$ cat config.mk
export PLATFORM = sky130hd
export DESIGN_NAME = vx_fpu_sqrt_sched
export DESIGN_NICKNAME = d
export VERILOG_FILES = /design/src/rtl/vx_fpu_sqrt_sched.sv
export SDC_FILE = /design/constraint.sdc
export NUM_CORES = 1
export LEC_CHECK = 0
export CORE_AREA = 2 2 128 130
export CTS_BUF_LIST = sky130_fd_sc_hd__clkbuf_4 sky130_fd_sc_hd__clkbuf_8 sky130_fd_sc_hd__clkbuf_16
export CTS_CLUSTER_SIZE = 28
export DETAILED_ROUTE_END_ITERATION = 6
export DIE_AREA = 0 0 130 132
export DONT_BUFFER_PORTS = 1
export PLACE_DENSITY = 0.43
export SYNTH_ARGS = -nofsm -noshare
export SYNTH_HDL_FRONTEND = slang
export SYNTH_SLANG_ARGS = --single-unit
$ cat constraint.sdc
create_clock -name clk -period 3.1 [get_ports clk]
set_clock_uncertainty 0.15 [all_clocks]
set_input_delay 0.62 -clock clk [delete_from_list [all_inputs] [get_ports clk]]
set_output_delay 0.62 -clock clk [all_outputs]
set_load 0.005 [all_outputs]
$ cat src/rtl/vx_fpu_sqrt_sched.sv
// vx_fpu_sqrt_sched: round-robin front end that shares one fixed-latency,
// stall-able FP square-root pipe among NUM_REQS requesters. The requester
// index rides in the upper tag bits through the pipe. A one-entry buffer
// routes each result back to its requester. A credit counter caps the number
// of issued-but-unreturned ops.
module vx_fpu_sqrt_sched #(
    parameter int NUM_REQS      = 4,
    parameter int NUM_LANES     = 1,
    parameter int TAGW          = 8,
    parameter int LATENCY_FSQRT = 4,
    parameter int MAX_INFLIGHT  = LATENCY_FSQRT + 2,
    parameter int INST_FRM_BITS = 3,
    parameter int FP_FLAGS_BITS = 5,
    localparam int IDW  = $clog2(NUM_REQS),
    localparam int CNTW = $clog2(MAX_INFLIGHT + 1),
    localparam int DW   = NUM_LANES * 32,
    localparam int FW   = NUM_LANES * FP_FLAGS_BITS
) (
    input  logic                              clk,
    input  logic                              reset_n,
    input  logic [NUM_REQS-1:0]               req_valid,
    output logic [NUM_REQS-1:0]               req_ready,
    input  logic [NUM_REQS*TAGW-1:0]          req_tag,
    input  logic [NUM_REQS*INST_FRM_BITS-1:0] req_frm,
    input  logic [NUM_REQS*DW-1:0]            req_data,
    output logic                              sqrt_valid_in,
    input  logic                              sqrt_ready_in,
    output logic [IDW+TAGW-1:0]               sqrt_tag_in,
    output logic [INST_FRM_BITS-1:0]          sqrt_frm,
    output logic [DW-1:0]                     sqrt_dataa,
    input  logic                              sqrt_valid_out,
    output logic                              sqrt_ready_out,
    input  logic [IDW+TAGW-1:0]               sqrt_tag_out,
    input  logic [DW-1:0]                     sqrt_result,
    input  logic                              sqrt_has_fflags,
    input  logic [FW-1:0]                     sqrt_fflags,
    output logic                              sqrt_reset,
    output logic [NUM_REQS-1:0]               rsp_valid,
    input  logic [NUM_REQS-1:0]               rsp_ready,
    output logic [TAGW-1:0]                   rsp_tag,
    output logic [DW-1:0]                     rsp_result,
    output logic                              rsp_has_fflags,
    output logic [FW-1:0]                     rsp_fflags,
    output logic                              busy
);

    logic [IDW-1:0]  rr_q, rr_d, grant, cand;
    logic            found;
    logic [CNTW-1:0] inflight_q, inflight_d;
    logic            credit_ok, can_issue, issue_fire, rsp_fire, cap;

    logic            buf_valid_q, buf_valid_d;
    logic [IDW-1:0]  buf_idx_q;
    logic [TAGW-1:0] buf_tag_q;
    logic [DW-1:0]   buf_res_q;
    logic            buf_hf_q;
    logic [FW-1:0]   buf_ff_q;

    // Round-robin search starting at rr_q; first valid requester wins.
    always_comb begin
        grant = rr_q;
        found = 1'b0;
        cand  = rr_q;
        for (int k = 0; k < NUM_REQS; k++) begin
            cand = IDW'((int'(rr_q) + k) % NUM_REQS);
            if (!found && req_valid[cand]) begin
                grant = cand;
                found = 1'b1;
            end
        end
    end

    assign credit_ok     = inflight_q < CNTW'(MAX_INFLIGHT);
    assign can_issue     = sqrt_ready_in && credit_ok;
    assign sqrt_valid_in = found && credit_ok;
    assign issue_fire    = sqrt_valid_in && sqrt_ready_in;

    // Only the granted requester ever sees ready; nothing is granted without a request.
    always_comb begin
        req_ready = '0;
        req_ready[grant] = can_issue && found;
    end

    assign sqrt_tag_in = {grant, req_tag[int'(grant)*TAGW +: TAGW]};
    assign sqrt_frm    = req_frm[int'(grant)*INST_FRM_BITS +: INST_FRM_BITS];
    assign sqrt_dataa  = req_data[int'(grant)*DW +: DW];
    assign sqrt_reset  = ~reset_n;

    // The buffer drains into the requester named by the stored index.
    assign rsp_fire       = buf_valid_q && rsp_ready[buf_idx_q];
    assign sqrt_ready_out = ~buf_valid_q | rsp_fire;
    assign cap            = sqrt_valid_out && sqrt_ready_out;

    // Per-requester valid is one-hot decode of the buffered index.
    always_comb begin
        rsp_valid = '0;
        rsp_valid[buf_idx_q] = buf_valid_q;
    end

    assign rsp_tag        = buf_tag_q;
    assign rsp_result     = buf_res_q;
    assign rsp_has_fflags = buf_hf_q;
    assign rsp_fflags     = buf_ff_q;
    assign busy           = inflight_q != '0;

    // Next-state for pointer, credits and buffer occupancy.
    always_comb begin
        rr_d        = rr_q;
        inflight_d  = inflight_q;
        buf_valid_d = buf_valid_q;
        if (issue_fire)
            rr_d = (grant == IDW'(NUM_REQS - 1)) ? '0 : grant + 1'b1;
        if (issue_fire && !rsp_fire)
            inflight_d = inflight_q + 1'b1;
        else if (!issue_fire && rsp_fire)
            inflight_d = inflight_q - 1'b1;
        if (cap)
            buf_valid_d = 1'b1;
        else if (rsp_fire)
            buf_valid_d = 1'b0;
    end

    // Control state; reset drops every in-flight op.
    always_ff @(posedge clk or negedge reset_n) begin
        if (!reset_n) begin
            rr_q        <= '0;
            inflight_q  <= '0;
            buf_valid_q <= 1'b0;
        end else begin
            rr_q        <= rr_d;
            inflight_q  <= inflight_d;
            buf_valid_q <= buf_valid_d;
        end
    end

    // Payload capture; contents are don't-care while the buffer is empty.
    always_ff @(posedge clk) begin
        if (cap) begin
            buf_idx_q <= sqrt_tag_out[TAGW +: IDW];
            buf_tag_q <= sqrt_tag_out[TAGW-1:0];
            buf_res_q <= sqrt_result;
            buf_hf_q  <= sqrt_has_fflags;
            buf_ff_q  <= sqrt_fflags;
        end
    end

    a_no_overflow: assert property (@(posedge clk) disable iff (!reset_n)
        inflight_q <= CNTW'(MAX_INFLIGHT));
    a_no_underflow: assert property (@(posedge clk) disable iff (!reset_n)
        !(rsp_fire && !issue_fire && inflight_q == '0));

endmodule

==> results.cfg <==
[setup_path]
worstSetupEndpointType = output pin
critical_path.top_delay_family = buffers and inverters
path_common_cell = buf_4
cp_num_cells = 8
cp_slowest_cell = dfrtp_1
critPathArrivalTime_ns = 2.22
criticalPathCategory = flop to output pin
cp_max_fo = 48
reg2reg_depth = 3
worst_ep_required_time_ns = 2.33
crit_path_start_kind = flop
cpPeakStageDelay_ns = 0.42
crit_chain = nand2b_1 -> a21o_1 -> and3_2 -> buf_12 -> buf_4 -> nand2_1 -> a32oi_2 -> buf_4
worst-path-buf-inv = 3

[placement]
port_buffers = 0
placed_cell_area_sq_um = 3520
hpwl_mm = 10.15
post-place-cells = 552
routabilityCongestion = 0.7217

[grt]
grt_pass1_vias = 2704
grt_util_met3_pct = 3.328
grtUsageMet2_pct = 25.33
grt_remaining_overflow = 0
track_usage_pct = 12.18
met1_usage_pct = 11.12
grt_max_degree = 49
antenna_found_initial = 0
grt.busiest_layer = met2
grt_pass1_wl_mm = 15.62

[cells_and_area]
finish.utilization_pct = 23.58
stdcell_area_sq_um = 3705
syn2layout_area_growth_pct = 15.08
nNetsFinal = 582
diodes = 0
drive_gt1_share_pct = 10.76
finalNonFillerCells = 560

[synthesis]
synth_flop_cell = edfxtp_1
synthCells = 348
ys_warn_count = 0
syn_area_sq_um = 3219
ys_ff_latch = 54
synth_edf_count = 48
synth_cell_types = 31
seq_area_frac_synth_pct = 49.44
async_reset_ff_share_pct = 11.11
syn_avg_cell_area_sq_um = 9.251
syn_nets = 586

[clock_tree]
postCtsSetupBuffers = 0
clockRootBuffer = clkbuf_16
clk_pin_slew_ns = 0.07
numCtsBuffers = 5
worst_skew_pair.late_latency_ns = 0.28
clk_path_buf_depth = 2
htree_num_levels = 2
tritoncts = yes
cts_sinks = 54

[drt]
first_pass_iters = 4
ant_nets = 0
wl_per_cell_um = 21.36
drt_iter0_markers = 133
vias = 2790
vias_per_cell = 4.982
drc = 0
wl_mm = 11.96

[job]
drv_cap = 0

[die]
start_util_pct = 20.49
die_x_um = 130
die_area_sq_um = 17160
io_pins = 335
coreArea_sq_um = 15710
core.rowCount = 46
chipHeight_um = 132

[timing]
fmax_ghz = 0.3345
finalHoldViolCount = 0
period_needed_ns = 2.990
fin_crit_sh_pct = 96.45
setup-violations-final = 0
final_max_slew_viol_count = 0
rsz0062_at_grt = yes
holdWs_ns = 0.2778
max-slew-margin-rel_pct = 31.55
worstMarginPinSlew_ns = 1.027
setup_tns_ns = 0

[power]
vdd_drop_max_v = 0.0003529
pwr_density_cell_nw_per_um2 = 903.8
p_leak_nw = 1.307

[hold_path]
min_path_cells = 0
hold_path_class = input pin to flop

[outcome]
status = finished clean
==> final timing paths <==
path                                  from        endpoint  slack (ns)
max                                rr_q[0]     sqrt_frm[0]        0.11
min                        sqrt_result[13]  rsp_result[13]        0.28
max reg2reg                   buf_idx_q[0]  rsp_result[12]        0.69
min reg2reg                  inflight_q[2]   inflight_q[2]        0.34
max in group asynchronous          reset_n         rr_q[0]        2.07
min in group asynchronous          reset_n     buf_valid_q        0.50
==> cell usage in the layout (no fill, tap or decap), types with 2 or more instances in the layout <==
master and instances:
a32oi_1 39, nor2b_1 2, nand2b_1 4, a32oi_2 4, nand2_1 131, inv_1 4, ha_1 5, buf_4 11
buf_12 5, and3_1 5, nor2_1 5, a21oi_1 45, clkinvlp_4 2, edfxtp_1 48, mux2_2 3, clkbuf_16 5
xor2_1 2, dfrtp_1 6
==> where the power goes <==
part / leakage [nW] / switching [W] / internal (W)
registers: 0.527 / 0.0000764 / 0.000891
clock network: 0.0619 / 0.000227 / 0.000294
logic: 0.719 / 0.00118 / 0.000676
==> cell usage after synthesis, types with 3 or more instances <==
cell	instances	area, sq um
nor2_1	5	18.77
inv_1	4	15.01
nand2_1	131	491.7
clkbuf_1	11	41.29
a21oi_1	45	225.2
ha_1	5	62.56
nand2b_1	4	25.02
dfrtp_1	6	150.1
buf_6	5	56.30
edfxtp_1	48	1441
a32oi_1	43	376.6
mux2_2	3	33.78
and3_1	6	37.54
buf_2	11	55.05
==> worst reg2reg max path, cell delays in order, from the launching register on <==
cell	delay, ns
edfxtp_1	0.46
mux4_2	0.38
nand2b_1	0.17
and2_2	0.85
==> through the flow <==
step | worst slack (ns) | power, W
floorplan | 0.3720 | 0.002254
CTS | 0.001147 | 0.003373
detailed placement | 0.1180 | 0.002838
finish | 0.1102 | 0.003348
global route | -0.007171 | 0.003581
global placement | 0.1380 | 0.002792
==> logic make-up (layout without fill, tap and decap cells) <==
| family | count (synthesis) | in the layout | share of synthesized area, % |
|---|---|---|---|
| buffers and inverters | 33 | 29 | 5.713 |
| and+or+nand+nor | 156 | 156 | 19.90 |
| AOI/OAI and AO/OA | 92 | 92 | 19.82 |
| DFF | 54 | 54 | 49.44 |
| muxes | 4 | 4 | 1.749 |
| adders and majority gates | 6 | 6 | 2.565 |
| xor gates and xnor gates | 3 | 3 | 0.8163 |
==> area by class of cell <==
class                      count  area [sq um]
clock buffer                   5         125.1
clock inverter                 2         15.01
fill                        1708         12010
inverter                       5         23.77
multi-input combinational    261          1486
sequential                    54          1592
tap                          216         270.3
timing repair buffer          17         192.7
==> routing by layer <==
layer | vias to the layer above | share of wire (%)
li1 | 1250 | -
met1 | 1321 | 33
met2 | 202 | 57
met3 | 17 | 8.5
met4 | 0 | 2.0
met5 | - | 0
==> state kept, by name, indices dropped and copies added (netlist names) <==
name,count
rsp_fflags,5
rsp_tag,8
rr_q,2
inflight_q,3
rsp_has_fflags,1
rsp_result,32
buf_valid_q,1
buf_idx_q,2
==> repair_timing <==
action	in CTS	in global routing
hold buffers	1	0
hold endpoints to repair	6	0
endpoints found under the setup margin	0	9
resized for setup	0	5
(Power assumes the default switching activity.)
